[config.mk]
export PLATFORM = sky130hd
export DESIGN_NAME = configs_loader_dbuf
export DESIGN_NICKNAME = d
export VERILOG_FILES = /design/src/rtl/configs_loader_dbuf.sv
export SDC_FILE = /design/constraint.sdc
export NUM_CORES = 2
export LEC_CHECK = 0
export CAP_MARGIN = 20
export CORE_AREA = 2 2 459 347
export CTS_CLUSTER_DIAMETER = 60
export DETAILED_ROUTE_END_ITERATION = 16
export DIE_AREA = 0 0 461 349
export PLACE_DENSITY = 0.72
export SYNTH_ARGS = -nofsm -noshare
export SYNTH_HDL_FRONTEND = slang
export SYNTH_SLANG_ARGS = --single-unit
[constraint.sdc]
create_clock -name clk -period 71.4 [get_ports clk]
set_input_delay 17.85 -clock clk [delete_from_list [all_inputs] [get_ports clk]]
set_output_delay 17.85 -clock clk [all_outputs]
set_load 0.01 [all_outputs]
[src/rtl/configs_loader_dbuf.sv]
// Double-buffered config store: words stream into a shadow bank and are copied to the active bank on commit.
// Define CONFIGS_READBACK_EN to add a registered readback port on the shadow bank.
module configs_loader_dbuf #(
    parameter int DATA_WIDTH = 32,
    parameter int NUM_WORDS  = 26,
    parameter int CNT_WIDTH  = 6
) (
    input  logic                             clk,
    input  logic                             reset,
    input  logic                             io_start,
    input  logic [DATA_WIDTH-1:0]            io_d_in,
    input  logic                             io_d_valid,
    output logic                             io_d_ready,
    input  logic                             io_commit,
    output logic                             io_busy,
    output logic                             io_done,
    output logic                             io_err_overflow,
    output logic [CNT_WIDTH-1:0]             io_word_count,
`ifdef CONFIGS_READBACK_EN
    input  logic [CNT_WIDTH-1:0]             io_rb_addr,
    output logic [DATA_WIDTH-1:0]            io_rb_data,
`endif
    output logic [DATA_WIDTH*NUM_WORDS-1:0]  io_configs_out
);

    typedef enum logic [1:0] {
        ST_IDLE = 2'd0,
        ST_LOAD = 2'd1,
        ST_FULL = 2'd2
    } state_t;

    state_t                          r_state;
    logic [CNT_WIDTH-1:0]            r_count;
    logic                            r_err;
    logic [DATA_WIDTH-1:0]           r_shadow [NUM_WORDS];
    logic [DATA_WIDTH*NUM_WORDS-1:0] r_active;

    logic w_xfer;
    logic w_commit;
    logic w_last;

    // A start in LOAD drops any same-cycle transfer.
    assign w_xfer   = (r_state == ST_LOAD) && io_d_valid && !io_start;
    assign w_commit = (r_state == ST_FULL) && io_commit;
    assign w_last   = (r_count == CNT_WIDTH'(NUM_WORDS - 1));

    always_ff @(posedge clk or posedge reset) begin
        if (reset) begin
            r_state <= ST_IDLE;
            r_count <= '0;
            r_err   <= 1'b0;
        end else begin
            case (r_state)
                ST_IDLE: begin
                    if (io_start) begin
                        r_state <= ST_LOAD;
                        r_count <= '0;
                        r_err   <= 1'b0;
                    end
                end
                ST_LOAD: begin
                    if (io_start) begin
                        r_count <= '0;
                    end else if (io_d_valid) begin
                        r_count <= r_count + CNT_WIDTH'(1);
                        if (w_last) begin
                            r_state <= ST_FULL;
                        end
                    end
                end
                ST_FULL: begin
                    if (io_commit) begin
                        r_state <= ST_IDLE;
                        if (io_d_valid) begin
                            r_err <= 1'b1;
                        end
                    end else if (io_start) begin
                        r_state <= ST_LOAD;
                        r_count <= '0;
                        r_err   <= 1'b0;
                    end else if (io_d_valid) begin
                        r_err <= 1'b1;
                    end
                end
                default: begin
                    r_state <= ST_IDLE;
                end
            endcase
        end
    end

    always_ff @(posedge clk or posedge reset) begin
        if (reset) begin
            for (int k = 0; k < NUM_WORDS; k++) begin
                r_shadow[k] <= '0;
            end
            r_active <= '0;
        end else begin
            if (w_xfer) begin
                for (int k = 0; k < NUM_WORDS; k++) begin
                    if (r_count == CNT_WIDTH'(k)) begin
                        r_shadow[k] <= io_d_in;
                    end
                end
            end
            // Whole-bank copy in one edge keeps the fabric from seeing a mixed configuration.
            if (w_commit) begin
                for (int k = 0; k < NUM_WORDS; k++) begin
                    r_active[k*DATA_WIDTH +: DATA_WIDTH] <= r_shadow[k];
                end
            end
        end
    end

`ifdef CONFIGS_READBACK_EN
    logic [DATA_WIDTH-1:0] r_rb_data;

    // Out-of-range addresses match no entry and read back as zero.
    always_ff @(posedge clk or posedge reset) begin
        if (reset) begin
            r_rb_data <= '0;
        end else begin
            r_rb_data <= '0;
            for (int k = 0; k < NUM_WORDS; k++) begin
                if (io_rb_addr == CNT_WIDTH'(k)) begin
                    r_rb_data <= r_shadow[k];
                end
            end
        end
    end

    assign io_rb_data = r_rb_data;
`endif

    assign io_d_ready      = (r_state == ST_LOAD);
    assign io_busy         = (r_state == ST_LOAD);
    assign io_done         = (r_state == ST_FULL);
    assign io_err_overflow = r_err;
    assign io_word_count   = r_count;
    assign io_configs_out  = r_active;

endmodule

After elaboration in Yosys (flattened, before gate mapping):

Index checks and enable logic that the tools add are counted.

* register bits after elaboration: 1673
* logic and storage cells: 117
* bits of input ports: 37
* output and inout bits: 842

* eq/ne operators: 33
* reduce and logical (&&, ||, !) cells: 37
* multiplexer cells: 16
* add/subtract/negate cells: 1

Operator list (number)
* $eq A6 B5 Y1 const B: 10
* $reduce_and A2 Y1: 27
* $eq A6 B4 Y1 const B: 8
* $eq A6 B3 Y1 const B: 4
* $mux W6: 4
* $pmux W6 S3: 1
* $eq A6 B2 Y1 const B: 2
* $mux W2: 5
* $ne A2 B2 Y1 const B: 4
* $add A6 B1 Y6 const B: 1
* $eq A6 B1 Y1 const B: 1
* $logic_not A6 Y1: 1
* $pmux W2 S3: 1
* $reduce_and A3 Y1: 2
* $mux W1: 4
* $logic_and A1 B1 Y1: 3
* $ne A3 B3 Y1 const B: 1
* $reduce_bool A3 Y1: 1
* $eq A2 B1 Y1 const B: 1
* $eq A2 B2 Y1 const B: 1
* $logic_not A2 Y1: 1
* $ne A2 B1 Y1 const B: 1
* $pmux W1 S2: 1
* $reduce_bool A2 Y1: 1
* $logic_not A1 Y1: 1

Logic depth before layout (Yosys ltp):

* word-level depth: 5
* gate-level depth with buffers: 7
* gate-level depth less buffers: 5

Worst setup path before layout:

No wires, ideal clock.

* path kind: input port to flip-flop
* start point: input io_start
* end point: register r_shadow[374] in the netlist's numbering
* arrival: 19407 ps
* setup slack: 51865 ps
* buffers on the path: 3
* stages: 6
* setup time: 128 ps
* required time: 71272 ps
* path through: clkbuf_1 > nor4b_2 > buf_2 > nand4_1 > buf_2 > mux2_1

* cells in the longest elaborated chain, start to end: 3

RTL lines
* from (decl): line 10 `input logic io_start,`
* $logic_not A1 Y1: line 43 `assign w_xfer = (r_state == ST_LOAD) && io_d_valid && !io_start;`
* $logic_and A1 B1 Y1: line 43
* $reduce_and A2 Y1 (no source line)
* to (signal, indexed assignment): line 102 `r_shadow[k] <= io_d_in;`
* to (decl): line 35 `logic [DATA_WIDTH-1:0] r_shadow [NUM_WORDS];`

Every way passes these cells.
A chain may end at the register's enable or synchronous reset.

==> results.py <==
metrics = {
    "floorplan": {
        "core_sq_mm": 0.156,
        "die_y_um": 349,
        "io_pins": 879,
        "design.die.area_sq_mm": 0.161,
        "die_w_um": 461,
        "rows": 126,
        "start_util_pct": 39.8,
    },
    "clock_network": {
        "cts_max_path_buffers": 3,
        "clockRootBuffer": "clkbuf_16",
        "path_clk_slew_ns": 0.06,
        "post_cts_buffers": 0,
        "cts_made_buffers": 164,
        "cts_tree": "yes",
        "insertion_delay_ns": 0.81,
        "htree_levels": 4,
        "post_cts_resized": 0,
        "numClockSinks": 1673,
        "postCtsHoldBufs": 0,
    },
    "setup_path": {
        "cp_cell_sequence": "clkdlybuf4s50_1, inv_8, buf_4, buf_4, buf_12, buf_4, buf_4, buf_4, buf_16",
        "cpMostUsedCell": "buf_4",
        "worstSetupPathType": "in2async",
        "cp_slowest_cell": "buf_4",
        "cpLargestDelayFamily": "buffers and inverters",
        "r2r_setup_slack_ns": 65.81,
        "cp-start-kind": "input port",
        "cp_max_fo": 180,
        "cp.required_ns": 72.34,
        "path_buf_inv": 9,
        "slowest_delay_ns": 0.86,
        "worstPathArrival_ns": 24.31,
        "end_kind": "asynchronous set/reset pin",
    },
    "synth": {
        "yosysTopAreaCell": "dfrtp_1",
        "synth_cell_type_count": 35,
        "ys_async_sr_fraction_pct": 100,
        "syn_nets": 3710,
        "synth_common_cells": "dfrtp_1 (1673), mux2_2 (1646), clkbuf_1 (146), buf_2 (89), nand3_1 (20)",
        "netlist.area_leader.share_pct": 67.3,
        "yosysMostFrequentCell": "dfrtp_1",
        "synth_area_leaders": "dfrtp_1 (67%), mux2_2 (30%), clkbuf_1 (0.88%)",
        "synth_edf_count": 0,
        "ys_warn_count": 0,
        "ys.flop_type": "dfrtp_1",
        "ys_ff_latch": 1673,
        "syn_area_per_cell_sq_um": 16.9,
        "yosysSeqAreaShare_pct": 67.3,
        "syn-cell-area_sq_mm": 0.0622,
        "syn_inst": 3669,
    },
    "sta": {
        "hold_violations": 0,
        "fmax_ghz": 0.0428,
        "post-route-period-util_pct": 32.7,
        "slew_headroom_pct": 12.4,
        "worst_pin_slew_ns": 1.31,
        "rsz0062_at_grt": "false",
        "setup_violations": 0,
        "min_period_ns": 23.37,
        "fin_tns_setup_ns": 0,
        "fin_skew_ns": 0.0312,
        "slew_violations": 0,
    },
    "run_status": {
        "outcome": "finished, final reports clean",
    },
    "finish": {
        "layout.cells.non_filler": 6779,
        "fin_util_pct": 50.4,
        "syn2layout_area_growth_pct": 26.8,
        "drive_gt1_share_pct": 43.4,
        "nets": 4572,
    },
    "route": {
        "drc": 0,
        "via_per_inst": 5.19,
        "drtIter0Drc": 2432,
        "drt_first_pass_iters": 5,
        "routedWlPerCell_um": 26.3,
        "postRouteAntennaNets": 0,
        "vias": 35171,
        "routed_wl_um": 178000,
    },
    "grt": {
        "busiest_layer": "met2",
        "antenna_found_initial": 12,
        "met1_usage_pct": 28.3,
        "grt_pass1_vias": 36345,
        "grt_pass1_wl_um": 256000,
        "grt_use_met3_pct": 3.77,
        "grt_max_degree": 189,
        "grt.total_usage_pct": 21.8,
        "grt_use_met2_pct": 36.4,
        "gr-total-overflow": 0,
    },
    "power_and_ir_drop": {
        "ir_worst_vdd_mv": 0.0229,
        "p_leak_nw": 39.3,
        "powerDensity_mw_per_mm2": 24.9,
    },
    "placed_design": {
        "dpl.cell_count": 6472,
        "place_congestion": 0.846,
        "io_buffer_count": 878,
        "dp_hpwl_um": 116000,
    },
    "hold_path": {
        "hp-class": "reg2reg",
    },
    "run": {
        "maxCapViolCount": 0,
    },
}
## layout by cell type, fill, tap and decap left out, types with 4 or more instances in the layout
cell | netlist | final
buf_16 | 0 | 4
clkbuf_16 | 0 | 166
ha_1 | 4 | 4
dfrtp_1 | 1673 | 1673
clkinvlp_4 | 0 | 7
bufinv_16 | 0 | 12
mux2_1 | 18 | 18
nand4_1 | 7 | 7
clkinv_8 | 0 | 4
mux2_2 | 1646 | 1646
clkbuf_1 | 146 | 35
nand3_2 | 0 | 11
inv_1 | 8 | 7
buf_12 | 0 | 5
inv_6 | 0 | 11
nor2b_1 | 5 | 5
nand3_4 | 0 | 5
o21ai_0 | 6 | 6
buf_4 | 1 | 55
nand3_1 | 20 | 4
buf_2 | 89 | 24
nand2_1 | 6 | 5
clkbuf_8 | 0 | 36
clkinv_2 | 0 | 22
clkdlybuf4s50_1 | 0 | 855
## report_power, final
part / internal [mW] / leakage, nW / switching, mW
clock network: 0.514 / 2.74 / 0.377
logic: 0.0284 / 13.4 / 0.0441
registers: 0.981 / 23.2 / 0.0158
total: 1.52 / 39.3 / 0.437
## flip-flops by register name, indices dropped and copies added (netlist names)
register         cells
io_configs_out     832
r_state              2
r_shadow           832
io_word_count        6
io_err_overflow      1
## path summary, 6_finish.rpt
path,from,to,cells after the start
min in group asynchronous,reset,io_configs_out[93],2
max in group clk,io_commit,io_configs_out[29],7
setup reg to reg,r_state[1],io_configs_out[29],7
hold / removal,r_shadow[466],io_configs_out[370],1
hold reg to reg,r_shadow[466],io_configs_out[370],1
setup / recovery,reset,r_shadow[774],9
## final cells by class
cell class | count | area (sq um)
fill | 12939 | 77500
sequential | 1673 | 41900
multi-input combinational | 1741 | 19400
timing repair buffer | 943 | 9300
clock buffer | 237 | 4780
tap | 2112 | 2640
clock inverter | 62 | 826
inverter | 8 | 37.5
antenna | 3 | 7.51
## cells by family (layout without fill, tap and decap cells)
| group | Yosys count | count (layout) | share of synthesized area (%) |
|---|---|---|---|
| flip-flops | 1673 | 1673 | 67.3 |
| multiplexers | 1664 | 1664 | 30.1 |
| buffers and inverters | 255 | 1250 | 1.72 |
| AND/OR/NAND/NOR | 57 | 57 | 0.581 |
| AO/OA/AOI/OAI | 16 | 16 | 0.163 |
| adder cells (fa/ha/maj) | 4 | 4 | 0.0805 |
| other | 0 | 3 | 0 |
## metal layers
metal  share of wire [%]  wire length (um)
met5                   0                 0
met1                  42             74000
met2                  50             88700
met4                 4.2              7430
met3                 4.6              8150
## per-stage QoR
stage / setup slack (ns) / hold WS [ns] / cell area [sq um] / power (mW)
after floorplan: 6.33 / 0.454 / 62200 / 1.06
after global placement: 46.72 / 0.466 / 73100 / 1.08
after detailed placement: 46.48 / 0.477 / 73100 / 1.09
after CTS: 47.36 / 0.482 / 78700 / 1.98
after global routing: 47.09 / 0.499 / 78900 / 2.03
final: 48.03 / 0.478 / 78900 / 1.96
## worst reg2reg max path, delay by kind of cell (launching register included)
family / cells / cell delay (ns)
muxes: 1 / 0.46
and+or+nand+nor: 2 / 0.86
DFF: 1 / 0.52
buffers and inverters: 4 / 3.62
Note: power is estimated with default switching activity, not from simulation.
